$ cat config.mk
export PLATFORM = sky130hd
export DESIGN_NAME = s_div
export DESIGN_NICKNAME = d
export VERILOG_FILES = /design/src/rtl/s_div.sv
export SDC_FILE = /design/constraint.sdc
export NUM_CORES = 1
export LEC_CHECK = 0
export BUFFER_PORTS_ARGS = -buffer_cell sky130_fd_sc_hd__buf_2
export CAP_MARGIN = 5
export CORE_UTILIZATION = 25
export DETAILED_ROUTE_END_ITERATION = 10
export PLACE_DENSITY = 0.44
export SKIP_CTS_REPAIR_TIMING = 1
export SYNTH_ARGS = -nofsm -noshare
export SYNTH_HDL_FRONTEND = slang
export SYNTH_SLANG_ARGS = --single-unit
$ cat constraint.sdc
create_clock -name clk -period 4.1 [get_ports clk]
set_input_delay 0.205 -clock clk [delete_from_list [all_inputs] [get_ports clk]]
set_output_delay 0.205 -clock clk [all_outputs]
set_load 0.01 [all_outputs]
$ cat src/rtl/s_div.sv
// SPC700 DIV YA,X unit: nine restoring steps, one per clock.
// Bit-exact quotient, remainder and N/V/H/Z/C flags, including out-of-range operands.
package s_cpu_pkg;
  localparam int AC = 0;
  localparam int AZ = 1;
  localparam int AH = 2;
  localparam int AV = 3;
  localparam int AN = 4;
  localparam int PSW_C = 0;
endpackage

module s_div
  import s_cpu_pkg::*;
#(
  parameter int STEPS = 9
) (
  input  logic        clk,
  input  logic        n_rst,
  input  logic        start,
  input  logic [15:0] ya,
  input  logic [7:0]  x,
  input  logic [7:0]  psw,
  output logic        busy,
  output logic        done,
  output logic [7:0]  a_out,
  output logic [7:0]  y_out,
  output logic [4:0]  flgs
);

  typedef enum logic [1:0] {
    IDLE,
    RUN,
    DONE
  } state_t;

  state_t      state;
  state_t      nxt;
  logic [3:0]  cnt;
  logic [16:0] yva;
  logic [16:0] dvs;
  logic [16:0] rot;
  logic [16:0] tst;
  logic [16:0] stp;
  logic        h_r;
  logic        c_r;
  logic        last;
  logic        go;
  logic        unused_psw;

  assign unused_psw = ^psw[7:1];

  assign go   = (state == IDLE) && start;
  assign last = (cnt == 4'(STEPS));
  assign busy = (state == RUN);
  assign done = (state == DONE);

  // Rotate keeps the carried-out bit; the compare sets the
  // quotient bit, which then decides whether to subtract.
  always_comb begin
    rot = {yva[15:0], yva[16]};
    tst = rot;
    if (rot >= dvs) begin
      tst = rot ^ 17'd1;
    end
    stp = tst;
    if (tst[0]) begin
      stp = tst - dvs;
    end
  end

  always_ff @(posedge clk or negedge n_rst) begin
    if (!n_rst) begin
      state <= IDLE;
    end else begin
      state <= nxt;
    end
  end

  always_comb begin
    nxt = state;
    unique case (state)
      IDLE: begin
        if (start) begin
          nxt = RUN;
        end
      end
      RUN: begin
        if (last) begin
          nxt = DONE;
        end
      end
      DONE: begin
        nxt = IDLE;
      end
      default: begin
        nxt = IDLE;
      end
    endcase
  end

  always_ff @(posedge clk or negedge n_rst) begin
    if (!n_rst) begin
      cnt   <= '0;
      yva   <= '0;
      dvs   <= '0;
      h_r   <= 1'b0;
      c_r   <= 1'b0;
      a_out <= '0;
      y_out <= '0;
      flgs  <= '0;
    end else begin
      if (go) begin
        cnt <= '0;
        yva <= {1'b0, ya};
        dvs <= {x, 9'b0};
        h_r <= (ya[11:8] >= x[3:0]);
        c_r <= psw[PSW_C];
      end
      if (state == RUN) begin
        if (!last) begin
          yva <= stp;
          cnt <= cnt + 4'd1;
        end else begin
          a_out    <= yva[7:0];
          y_out    <= yva[16:9];
          flgs[AV] <= yva[8];
          flgs[AN] <= yva[7];
          flgs[AZ] <= (yva[7:0] == 8'd0);
          flgs[AH] <= h_r;
          flgs[AC] <= c_r;
        end
      end
    end
  end

endmodule
-- After elaboration in Yosys (flattened, before gate mapping)
Cells that the tools add are included.
Widths: inputs -> output; s select.
- add/subtract/negate cells: 2
- $lt $le $gt $ge: 2
- equality and inequality tests: 5
- muxes and demuxes: 11
- bitwise gates (word level): 1
- reductions and logical operators: 5
- operators by type and width (kind ; number):
    $mux 17 ; 4
    $ge 17x17->1 ; 1
    $sub 17x17->17 ; 1
    $mux 4 ; 3
    $logic_not 8->1 ; 1
    $add 4x1->4 const B ; 1
    $eq 4x4->1 const B ; 1
    $ge 4x4->1 ; 1
    $mux 2 ; 2
    $pmux 2 s2 ; 1
    $reduce_and 2->1 ; 2
    $eq 2x1->1 const B ; 1
    $eq 2x2->1 const B ; 1
    $logic_not 2->1 ; 1
    $ne 2x1->1 const B ; 1
    $ne 2x2->1 const B ; 1
    $logic_and 1x1->1 ; 1
    $mux 1 ; 1
    $not 1->1 ; 1
- register bits after elaboration: 54
- bits of input ports: 35
- output and inout bits: 23
- logic and storage cells: 35

-- Longest topological paths before layout
Gate-level depths: netlist of the first run.
- depth after elaboration: 6
- depth in mapped cells: 11
- depth with buffers taken out: 10

-- Worst setup path after synthesis of the first run
Ideal clock, no wire load.
- kind: register -> register
- from: reg yva[8]
- to: reg yva[16]
- library setup time: 0.126 ns
- arrival time: 2.440 ns
- setup slack: 1.534 ns
- stages on the path, launching flop included: 12
- cells stage by stage: dfrtp_1 > inv_1 > ha_1 > inv_1 > fa_1 > a211oi_2 > nor2_1 > o311a_1 > a21o_1 > and2_4 > buf_6 > a221o_1
- longest elaborated chain between the ends: 6
- RTL lines (what ; line ; text):
    from (decl) ; 39 ; logic [16:0] yva;
    from (signal assigned) ; 114 ; yva <= {1'b0, ya};
    from (signal assigned) ; 121 ; yva <= stp;
    $ge 17x17->1 ; 62 ; if (rot >= dvs) begin
    $mux 1 ; 62 ;
    $sub 17x17->17 ; 67 ; stp = tst - dvs;
    $mux 17 (*) ; 66 ; if (tst[0]) begin
    $mux 17 (*) ; 120 ; if (!last) begin
    $mux 17 (*) ; 119 ; if (state == RUN) begin
Every way passes the cells marked *; elsewhere a longest branch is shown, timed or not.
A chain may end at the register's enable or synchronous reset.

-- Worst setup path in the final report of the first run
- from: reg yva[8]
- to: reg yva[14]
Same word-level chain as after synthesis.

==> results.txt, run 1 <==
The flow ran to the end, and the final reports show no timing, DRC or antenna violations. By area the synthesized netlist is led by sky130_fd_sc_hd__dfrtp_1, sky130_fd_sc_hd__mux2_2, sky130_fd_sc_hd__ha_1. The reported net switching power is 0.001161 W. The number of slew-limit violations in the final report came out at 0. Dividing the final minimum period by the clock period gives between 60% and 70%. The worst setup path is launched from a flop. The post-route setup TNS came out at 0 ns. The synthesis warning total is 0. The core region is 10420 um^2.

STA puts the critical path data required time at 4.30 ns. Setup repair after global routing left no endpoint under its margin. The clock transition at the registers of the reported paths came out at 0.10 ns.

The weighted congestion reported at the end of routability-driven placement is 0.7333. The number of I/O port buffers came out at 50. The final instance area came out at 3189 um^2. The total power draw is 0.002737 W. The total iterations of the first detailed-routing run came out at 4. The peak fanout along the critical path came out at 7. The worst clock skew came out at just over 0.006 ns. Setup violations remaining at the end of the flow were counted as 0. Summing the sequential cell areas from Yosys gives between 40% and 50% of the chip area. The internal cell power is 0.001575 W.

The overall die height came out at about 110 um. The total of fill cells in the finished design came out at 1115. The first routing iteration left 89 violations. 58 I/O pins were placed. Setup slack on the critical path of the routed design comes to 1.418 ns.

The DRC violations left is 0. The worst register-to-register path ends at yva[14]. The deepest clock path buffer count came out at 2. The critical path is of the reg -> reg type. The cell chosen for the clock root is sky130_fd_sc_hd__clkbuf_8.

The origin of the critical flop-to-flop path is yva[8]. The clock insertion delay at the later pin of the skew report is around 0.31 ns. Of the total power, the share spent switching nets is a little over two fifths. The number of max-cap violations came out at 0. The detailed-route vias per instance came out at 4.513. For this design the ratio of total power to cell area is between 800 and 900 nW/um^2. The mean routed wirelength per cell is 13.54 um. sky130_fd_sc_hd__dfrtp_1 takes more of the synthesized area than any other cell.

Measured in cells, the most critical reg-to-reg path has a length of 10. Compared with the post-synthesis result, the final layout area differs by 17.47%. The data arrival time at the worst-slack endpoint came out at between 2 and 3 ns. The total congestion overflow is 0.

The initial cell density of the core came out at 26.07%. After legalization and detailed placement, the total HPWL measured 4.499 mm. The clock sink count came out at 53. The number of inserted diodes is 0.

In this run the cell area of the synthesized design comes to 2715 um^2. The static leakage is approximately 1.5 nW. The synthesized design contains 0 enable-type register cells.

The total number of H-tree levels is 2. The pin count of the biggest net entering global routing is 54. For this run, the leading register cell type out of synthesis is sky130_fd_sc_hd__dfrtp_1.

Synthesis handed over a netlist of 279 instances. Counting every net in the synthesized netlist gives 329. The via total after detailed routing came out at 2094. After synthesis, the mean cell area works out to 9.732 um^2. The worst slew margin relative to its limit came out at a little under a third. The worst setup path is captured at a flop. The top cell types in the final layout, fill and taps aside, are sky130_fd_sc_hd__dfrtp_1, sky130_fd_sc_hd__buf_2, sky130_fd_sc_hd__nand2_1, sky130_fd_sc_hd__nor2_1, sky130_fd_sc_hd__inv_1. Across the VDD grid, the largest voltage drop is 253.4 uV. The count of antenna-violating nets left after detailed routing is 0. Tracing the worst setup path back leads to its startpoint at yva[8]. The overall die width is 106.2 um. In the final design database the tool counted 377 nets.

Timing would allow up to 372.8 MHz. The initial antenna violation count is 0. The total global routing track utilization came out at 12.20%. The via count of the first global-routing pass is ~2200.

The floorplan step defined a die boundary enclosing between 10000 and 15000 um^2. Of the total power, the clock network draws 10.8%. The share of the synthesized area in the top cell type is about half. Hold timing on the final database bottoms out at a slack of 0.01060 ns. The final critical delay including setup and external delays came out at between 2 and 3 ns. The path class of the tightest hold or removal check is in -> async.

The CTS tree is done. The reg2reg setup slack came out at 1.42 ns. The sequential cell area is 1326 um^2. The share of synthesized registers carrying an async set or reset is 100.0%. The number of buffers created by CTS is 5. The total of flip-flops plus latches after synthesis is between 50 and 60.

The most common cell after layout, fill and taps aside is sky130_fd_sc_hd__dfrtp_1. The combinational share of power came out at 54.3%. The first-pass GRT wire length came out at 10.77 mm.

In this run the core area contains 37 standard-cell rows. The setup slack at placement is 1.439 ns. Yosys mapped the design onto 42 distinct sky130hd cell types. The count of final hold-check violations is 0. The placed standard-cell area is 3105 um^2.

The final routed wirelength across all metal layers is between 6 and 7 mm. The area occupied by multi-input gates is 1257 um^2. The part of the total power dissipated in sequential elements came out at 34.9%. The fraction of layout cells with a size suffix above 1 came out at approximately a quarter. For the pin with the worst max-slew slack, the measured transition is 1.034 ns.
stage by stage:
stage                     util (%)  std cells
after detailed placement     29.81        456
after floorplan                  -        279
after CTS                    30.62        464
final                        30.62        464
after global placement       29.81        456
after global routing         30.62        464
flip-flops by register name, indices dropped and copies added (netlist names):
signal / count
dvs: 8
h_r: 1
y_out: 8
state: 2
cnt: 4
a_out: 8
flgs: 4
yva: 17
c_r: 1
layer usage:
metal | vias up | share of wire, % | track usage [%]
met5 | - | 0 | 0
met1 | 996 | 51 | 17.21
met3 | 5 | 3.5 | 2.146
met2 | 39 | 44 | 19.25
li1 | 1054 | - | -
met4 | 0 | 0.94 | 2.976
worst max-delay path: stages, from the launching register on:
cell,delay (ns)
sky130_fd_sc_hd__dfrtp_1,0.40
sky130_fd_sc_hd__inv_1,0.08
sky130_fd_sc_hd__ha_1,0.13
sky130_fd_sc_hd__inv_1,0.06
sky130_fd_sc_hd__fa_1,0.44
sky130_fd_sc_hd__a211oi_2,0.25
sky130_fd_sc_hd__nor2_1,0.12
sky130_fd_sc_hd__o311a_1,0.38
sky130_fd_sc_hd__a21o_1,0.17
sky130_fd_sc_hd__and2_4,0.19
sky130_fd_sc_hd__a221o_1,0.34
how the worst max path moves through the flow:
stage | depth (start not counted) | end | slack, ns
after global placement | 10 | yva[16] | 1.45
after detailed placement | 10 | yva[12] | 1.44
after floorplan | 11 | yva[16] | 1.53
after global routing | 10 | yva[14] | 1.25
after CTS | 10 | yva[12] | 1.39
final | 10 | yva[14] | 1.42
Yosys cell counts, drive strengths merged, types with 2 or more instances:
cell type and number:
nor3b 2, a211o 2, o21bai 2, nor4 2, mux2 19, nor3 2
nor2b 3, nand3 9, ha 14, and2 3, and3 2, buf 3
a31oi 8, clkbuf 9, a21o 4, o21ai 20, xnor2 4, inv 21
a21oi 14, a221o 3, nor2 22, dfrtp 53, a211oi 2, nand2 44
layout make-up:
class | count | share of cell area (%)
flip-flops and latches | 53 | 41.58
multi-input cells | 193 | 39.43
repair buffers | 53 | 8.552
well taps | 136 | 5.335
inverters | 21 | 2.472
clock buffers | 7 | 2.393
clock inverters | 1 | 0.2354
power by group through the flow:
stage	Clock [W]	Combinational, W	Sequential, W
finish	0.000296	0.00149	0.000955
detailed placement	0	0.00149	0.000971
floorplan	0	0.00112	0.000962
CTS	0.000313	0.00151	0.000959
global route	0.000331	0.00169	0.000997
global placement	0	0.00148	0.000964
cells by family after synthesis:
group / Yosys count / synth area share, %
AO/OA/AOI/OAI: 61 / 14.24
XOR/XNOR: 5 / 1.613
adder cells (fa/ha/maj): 15 / 7.189
buffers and inverters: 33 / 5.023
flip-flops: 53 / 48.85
multiplexers: 20 / 8.249
AND/OR/NAND/NOR: 92 / 14.84
No activity file was read; power rests on OpenSTA's default activity.
==> inputs of run 2 (changes only) <==
Settings changed: PLACE_DENSITY 0.44 to 0.45.
Clock period 4.1 ns to 2.25 ns, I/O delays scaled along.
==> run 2 against run 1 <==
Against the previous run: sequential share of layout area down 3.7 points; utilization increased by 3.0 points; power is 120% higher; wire length grew 6.2%; via count rose by 4.2%; die area unchanged; count of clock-buffer cells in the layout is 2 lower; the flow now finishes with violations (setup timing); clock power grew to 2.6 times the previous value; non-clock buffer count up 25; largest power group unchanged.
==> results.txt, run 2 (synthesis gave the netlist of run 1 again) <==
The worst hold margin is 0.004709 ns. The clock insertion delay at the later pin of the skew report came out at 0.31 ns. The total iterations of the first detailed-routing run came out at 4.

The via count of the first global-routing pass is 2274. The final critical delay including setup and external delays came out at 2.520 ns. The final reports fail on setup timing. Setup repair after global routing could not meet its margin everywhere.

The power per unit of standard cell area is 1692 nW/um^2. The static leakage came out at 1.638 nW. The combinational share of power is just under 60%. Of the total power, registers draw approximately 29%.

Counting flops per register, the top entry is yva. The flip-flop count of the largest register, all copies and words added came out at 17. The peak supply drop is between 400 and 500 uV. The worst hold path belongs to the class in -> reg.

Once routing completed, OpenROAD measured the worst setup slack at -0.2700 ns. The deepest clock path buffer count came out at 2. The highest metal layer with signal wires is met4. The sum of met3 wire segment lengths after detailed routing came out at around 280 um. Setup violations remaining at the end of the flow were counted as 9. On the final layout, the worst clock skew is 0.009083 ns. The total congestion overflow is 0. The number of inserted diodes came out at 0. The type of destination of the critical path is a flop. After detailed routing, the number of remaining DRC violations is 0. The CTS tree is done. The total number of H-tree levels is 2. With fillers left out, the area of the finished cells amounts to between 3000 and 4000 um^2. The mean routed wirelength per cell came out at 13.64 um. The overall die height is 106.2 um. The endpoint of the worst register-to-register path is yva[12]. The critical path class is reg -> reg. The number of buffers created by CTS is 5. The share of the cycle needed by the critical path after routing came out at 112.0%. The capture endpoint of the worst hold path is c_r.

In this run the critical register-to-register path is launched from yva[8]. The count of antenna-violating nets left after detailed routing came out at 0. The fraction of layout cells with a size suffix above 1 came out at 34.84%. The number of I/O port buffers came out at 50. In the global route stage, overall resource usage came out at 12.78%.

The design draws 0.005929 W. The internal portion of the total power is between 0.003 and 0.004 W. The via total after detailed routing is 2181. The reg2reg setup slack is -0.27 ns. The cell depth of the worst flop-to-flop path is 10. The most common cell after layout, fill and taps aside is sky130_fd_sc_hd__dfrtp_1.

Wire segments on met2 add up to 2.901 mm in the final route. The post-route met1 wirelength is 3.452 mm. The total of fill cells in the finished design is 1108. The reported net switching power came out at 0.002374 W. The tree is rooted in a sky130_fd_sc_hd__clkbuf_8. The overall die width is about 110 um. After detailed routing, the total wire length is roughly 6.7 mm. The power share of the clock group is ~13%.

The data required time at the worst endpoint is between 2 and 2.5 ns. The area of the core region came out at 10420 um^2. The initial antenna violation count is 0. The number of max-cap violations came out at 0. Once the floorplan was initialized, standard cells occupied 26.07% of the core. Traced cell by cell, the critical path runs through inv_2 > ha_4 > inv_4 > fa_2 > a211oi_2 > nor2_2 > o311a_1 > a21o_1 > and2_4 > a221o_1. The slew at the pin closest to its max-slew limit came out at about 0.61 ns. The initial DRC count is approximately 110. In this run the most critical hold path is launched from psw[0].

STA classifies the critical path startpoint as a flop. The depth of the worst hold-timing path came out at 3. The slowest stage of the critical path is the sky130_fd_sc_hd__dfrtp_1 cell. The detailed-route vias per instance is ~4.5. The count of final hold-check violations came to 0. Leaving out fill and tap cells, the most frequent cells in the layout are sky130_fd_sc_hd__dfrtp_1, sky130_fd_sc_hd__buf_2, sky130_fd_sc_hd__nand2_1, sky130_fd_sc_hd__buf_4, sky130_fd_sc_hd__nor2_1.

The worst slew margin relative to its limit came out at between 50 and 60%. The data arrival time at the worst-slack endpoint came out at 2.72 ns. Relative to the synthesized area, the layout overhead comes to 29.08%. The switching power as a share of total power is between 40% and 50%. The largest single stage delay on the critical path is 0.40 ns. The number of placed I/O pins came out at 58. The run finished, with violations left. CTS saw 53 sinks. The placed standard-cell area is 3263 um^2.

The detailed-placement wirelength estimate is 4.837 mm. The weighted congestion reported at the end of routability-driven placement came out at about 0.83. The first global-routing pass estimated approximately 11 mm of wire. The number of slew-limit violations in the final report came out at 0. Along the worst path, the maximum fanout reaches 7. The die covers 11280 um^2.

The achievable clock frequency is 396.8 MHz. After clock tree synthesis, the clock-pin slew on the worst setup and hold paths is 0.10 ns. The total number of placement rows is 37. The number of nets in the layout is 402. The pin count of the biggest net entering global routing came out at 31.
run 2: cell type report:
type / instances / area (um^2) / area share [%]
flip-flops and latches: 53 / 1326 / 37.84
multi-input cells: 193 / 1314 / 37.49
repair buffers: 78 / 479.2 / 13.67
well taps: 136 / 170.2 / 4.855
inverters: 21 / 81.33 / 2.321
clock buffers: 5 / 68.82 / 1.964
clock inverters: 3 / 65.06 / 1.856
run 2: layer usage:
metal	vias to the layer above	global-route usage [%]
li1	1103	-
met1	1029	18.63
met2	45	19.71
met3	4	2.391
met4	0	2.381
met5	-	0
run 2: power by group through the flow:
stage / registers, W / logic (W) / clock network [W]
after global placement: 0.00174 / 0.00310 / 0
after detailed placement: 0.00174 / 0.00311 / 0
after global routing: 0.00180 / 0.00386 / 0.000832
after floorplan: 0.00175 / 0.00207 / 0
after CTS: 0.00172 / 0.00312 / 0.000797
final: 0.00173 / 0.00343 / 0.000768
run 2: through the flow:
| step | setup TNS (ns) | setup WS [ns] | util [%] | instances |
|---|---|---|---|---|
| after floorplan | -0.9151 | -0.2516 | - | 279 |
| after global placement | -1.422 | -0.2512 | 31.33 | 475 |
| after detailed placement | -1.720 | -0.2875 | 31.33 | 475 |
| after CTS | -1.840 | -0.3039 | 32.61 | 483 |
| after global routing | -3.186 | -0.3990 | 33.65 | 489 |
| final | -2.163 | -0.2700 | 33.65 | 489 |
run 2: worst max path at each step:
stage | end | slack (ns) | startpoint | cells after the start
after global routing | yva[14] | -0.40 | yva[8] | 10
after floorplan | yva[16] | -0.25 | yva[8] | 11
after CTS | yva[12] | -0.30 | yva[8] | 10
after detailed placement | yva[12] | -0.29 | yva[8] | 10
final | yva[12] | -0.27 | yva[8] | 10
after global placement | yva[16] | -0.25 | yva[8] | 10
run 2: critical path, delay by kind of cell (launching register included):
kind / cells / cell delay, ns
compound gates: 4 / 1.11
fa+ha+maj: 2 / 0.53
buf+inv: 2 / 0.12
flops: 1 / 0.40
simple gates: 2 / 0.28
==> inputs of run 3 (changes only) <==
Settings changed: PLACE_DENSITY 0.45 to 0.54.
==> run 3 against run 2 <==
Against the previous run: via count increased by 2.2%; clock power decreased by 24%; sequential power is essentially flat; register-to-register slack better by 0.02 ns; cell area is 1.8% lower; combinational power barely moved; the run still ends with setup timing left; worst setup slack gained 0.022 ns; global-route usage fell by 0.20 points; critical path depth is the same; critical endpoint is now yva[14]; largest power group unchanged; wire length is 1.0% higher; critical path type unchanged; utilization down 0.60 points; clock skew is 0.0019 ns higher.
==> results.txt, run 3 (synthesis gave the netlist of run 1 again) <==
The run finished, with violations left. The checks that failed: setup timing. The worst setup path is captured at a flop. The count of antenna-violating nets left after detailed routing is 0.

The area of the core region is 10420 um^2. In this run the power density over the cells is 1670 nW/um^2. The critical path goes through inv_2 > ha_4 > inv_2 > fa_2 > a211oi_2 > nor2_2 > o311a_1 > a21o_1 > and2_4 > a221o_1. The worst clock skew came out at 0.01097 ns. Data on the critical path arrives at its endpoint at 2.69 ns. The fraction of layout cells with a size suffix above 1 came out at 34.28%. More flip-flops sit in one register than any other, and that register is yva.

The largest incremental delay on the critical path came out at 0.40 ns. The via count of the first global-routing pass is 2229. Subtracting the final worst setup slack from the clock period gives 2.498 ns.

The tree is rooted in a sky130_fd_sc_hd__clkbuf_8. The count of final hold-check violations is 0. The die area is 11280 um^2. The total number of H-tree levels came out at 2.

The number of slew-limit violations in the final report is 0. The classification of the worst-slack hold path is in -> reg. The slew at the pin closest to its max-slew limit came out at ~0.85 ns. The register with the most flip-flops in the layout has 17 of them. The final critical path takes up 111.0% of the cycle.

During I/O placement, the number of pins put on the boundary was between 50 and 60. The launching element type of the critical path is a flop. The deepest clock path buffer count is 2. In the layout the commonest cells are sky130_fd_sc_hd__dfrtp_1, sky130_fd_sc_hd__buf_2, sky130_fd_sc_hd__nand2_1, sky130_fd_sc_hd__buf_4, sky130_fd_sc_hd__nor2_1. In this design, the largest share of critical-path delay is due to compound AO/OA/AOI/OAI gates.

The detailed-placement wirelength estimate came out at roughly 5.0 mm. In the routed layout, each cell is associated on average with a via count of 4.560. The setup path with the least slack is of type reg -> reg. The clock insertion delay at the later pin of the skew report came out at about 0.31 ns. The tool flagged a number of max-cap violations equal to 0. In this design, the critical path's most frequently occurring cell is sky130_fd_sc_hd__inv_2. In the final routed layout, each cell accounts on average for 13.78 um.

The achievable clock frequency is approximately 400 MHz. The first global-routing pass estimated 11.26 mm of wire. The final critical-path setup slack is -0.2476 ns. The peak supply drop came out at a little over 500 uV. In the routed design, unresolved DRC markers number 0. The library cell used most frequently in the layout, excluding fill and tap cells, is sky130_fd_sc_hd__dfrtp_1. The number of I/O port buffers is 50. In this run the horizontal extent of the chip is 106.2 um. For this block, the via count after detailed routing is 2230.

The total iterations of the first detailed-routing run is 4. At the end of routability-driven placement, the weighted congestion stood at between 0.8 and 0.9. Among all stages on the critical path, the largest delay is contributed by sky130_fd_sc_hd__dfrtp_1.

The number of setup violations in the final report came out at 9. The number of buffers created by CTS came out at 5. Global routing finished with a remaining overflow of 0. The total number of placement rows came out at 37. Global routing consumed, over all layers together, between 10% and 20% of the routing resources. The overall die height came out at around 110 um. The clock sink count is 53. The post-route core utilization is between 30 and 40%. The static leakage came out at 1.613 nW. Once the floorplan was initialized, standard cells occupied 26.07% of the core. The total power draw came out at 0.005747 W. Setup repair after global routing could not meet its margin everywhere. TritonCTS built the clock tree. The area growth from synthesis to layout is 26.77%.

0 antenna diodes ended up in the layout. The final routed wirelength across all metal layers came out at 6.739 mm. The peak fanout along the critical path is 7.

At the worst endpoint, the required time is 2.44 ns. The clock transition at the registers of the reported paths is 0.10 ns. The number of nets in the layout is 402. The initial DRC count came out at around 160. The initial antenna violation count is 0. The pin count of the biggest net entering global routing is 37. The combined buffer and inverter count along the critical path came out at 2.

Measured against its own limit, the worst slew margin works out to between 40% and 50%.
run 3: cell type report:
class	instances	area [um^2]
clock buffers	6	82.58
clock inverters	2	13.76
fillers	1092	6974
inverters	21	78.83
multi-input cells	193	1300
flip-flops and latches	53	1326
well taps	136	170.2
repair buffers	78	470.5
run 3: power breakdown:
| part | switching, W | internal, W |
|---|---|---|
| Sequential | 0.000311 | 0.00142 |
| Combinational | 0.00175 | 0.00168 |
| Clock | 0.000330 | 0.000251 |
| Total | 0.00239 | 0.00335 |
run 3: worst paths after layout:
kind | cells past startpoint | endpoint | slack, ns | from
max | 10 | yva[14] | -0.25 | yva[8]
min | 3 | c_r | 0.005 | psw[0]
max reg2reg | 10 | yva[14] | -0.25 | yva[8]
min reg2reg | 2 | c_r | 0.50 | c_r
max in group asynchronous | 3 | yva[5] | 1.12 | n_rst
min in group asynchronous | 2 | y_out[7] | 0.45 | n_rst
run 3: metal layers:
metal	track usage (%)	up-vias	wire length (um)
li1	-	1106	-
met1	17.65	1066	3294
met2	20.13	53	3049
met3	2.269	5	345
met4	2.679	0	50
met5	0	-	0
run 3: stage by stage:
stage          TNS, ns  instances  area (um^2)  worst slack, ns  hold WS, ns
6_report        -1.809        489         3442          -0.2476     0.004734
5_1_grt         -2.643        489         3442          -0.3367     0.005972
4_1_cts         -1.935        487         3377          -0.2886     -0.07668
3_5_place_dp    -1.736        479         3281          -0.2594       0.2676
3_3_place_gp    -1.326        479         3281          -0.2140       0.2552
2_1_floorplan  -0.9151        279         2718          -0.2516      -0.1831
run 3: worst reg2reg max path, stage by stage, from the launching register on:
cell and delay (ns):
sky130_fd_sc_hd__dfrtp_1 0.40, sky130_fd_sc_hd__inv_2 0.08, sky130_fd_sc_hd__ha_4 0.12, sky130_fd_sc_hd__inv_2 0.04, sky130_fd_sc_hd__fa_2 0.34, sky130_fd_sc_hd__a211oi_2 0.31, sky130_fd_sc_hd__nor2_2 0.09, sky130_fd_sc_hd__o311a_1 0.31
sky130_fd_sc_hd__a21o_1 0.17, sky130_fd_sc_hd__and2_4 0.19, sky130_fd_sc_hd__a221o_1 0.34
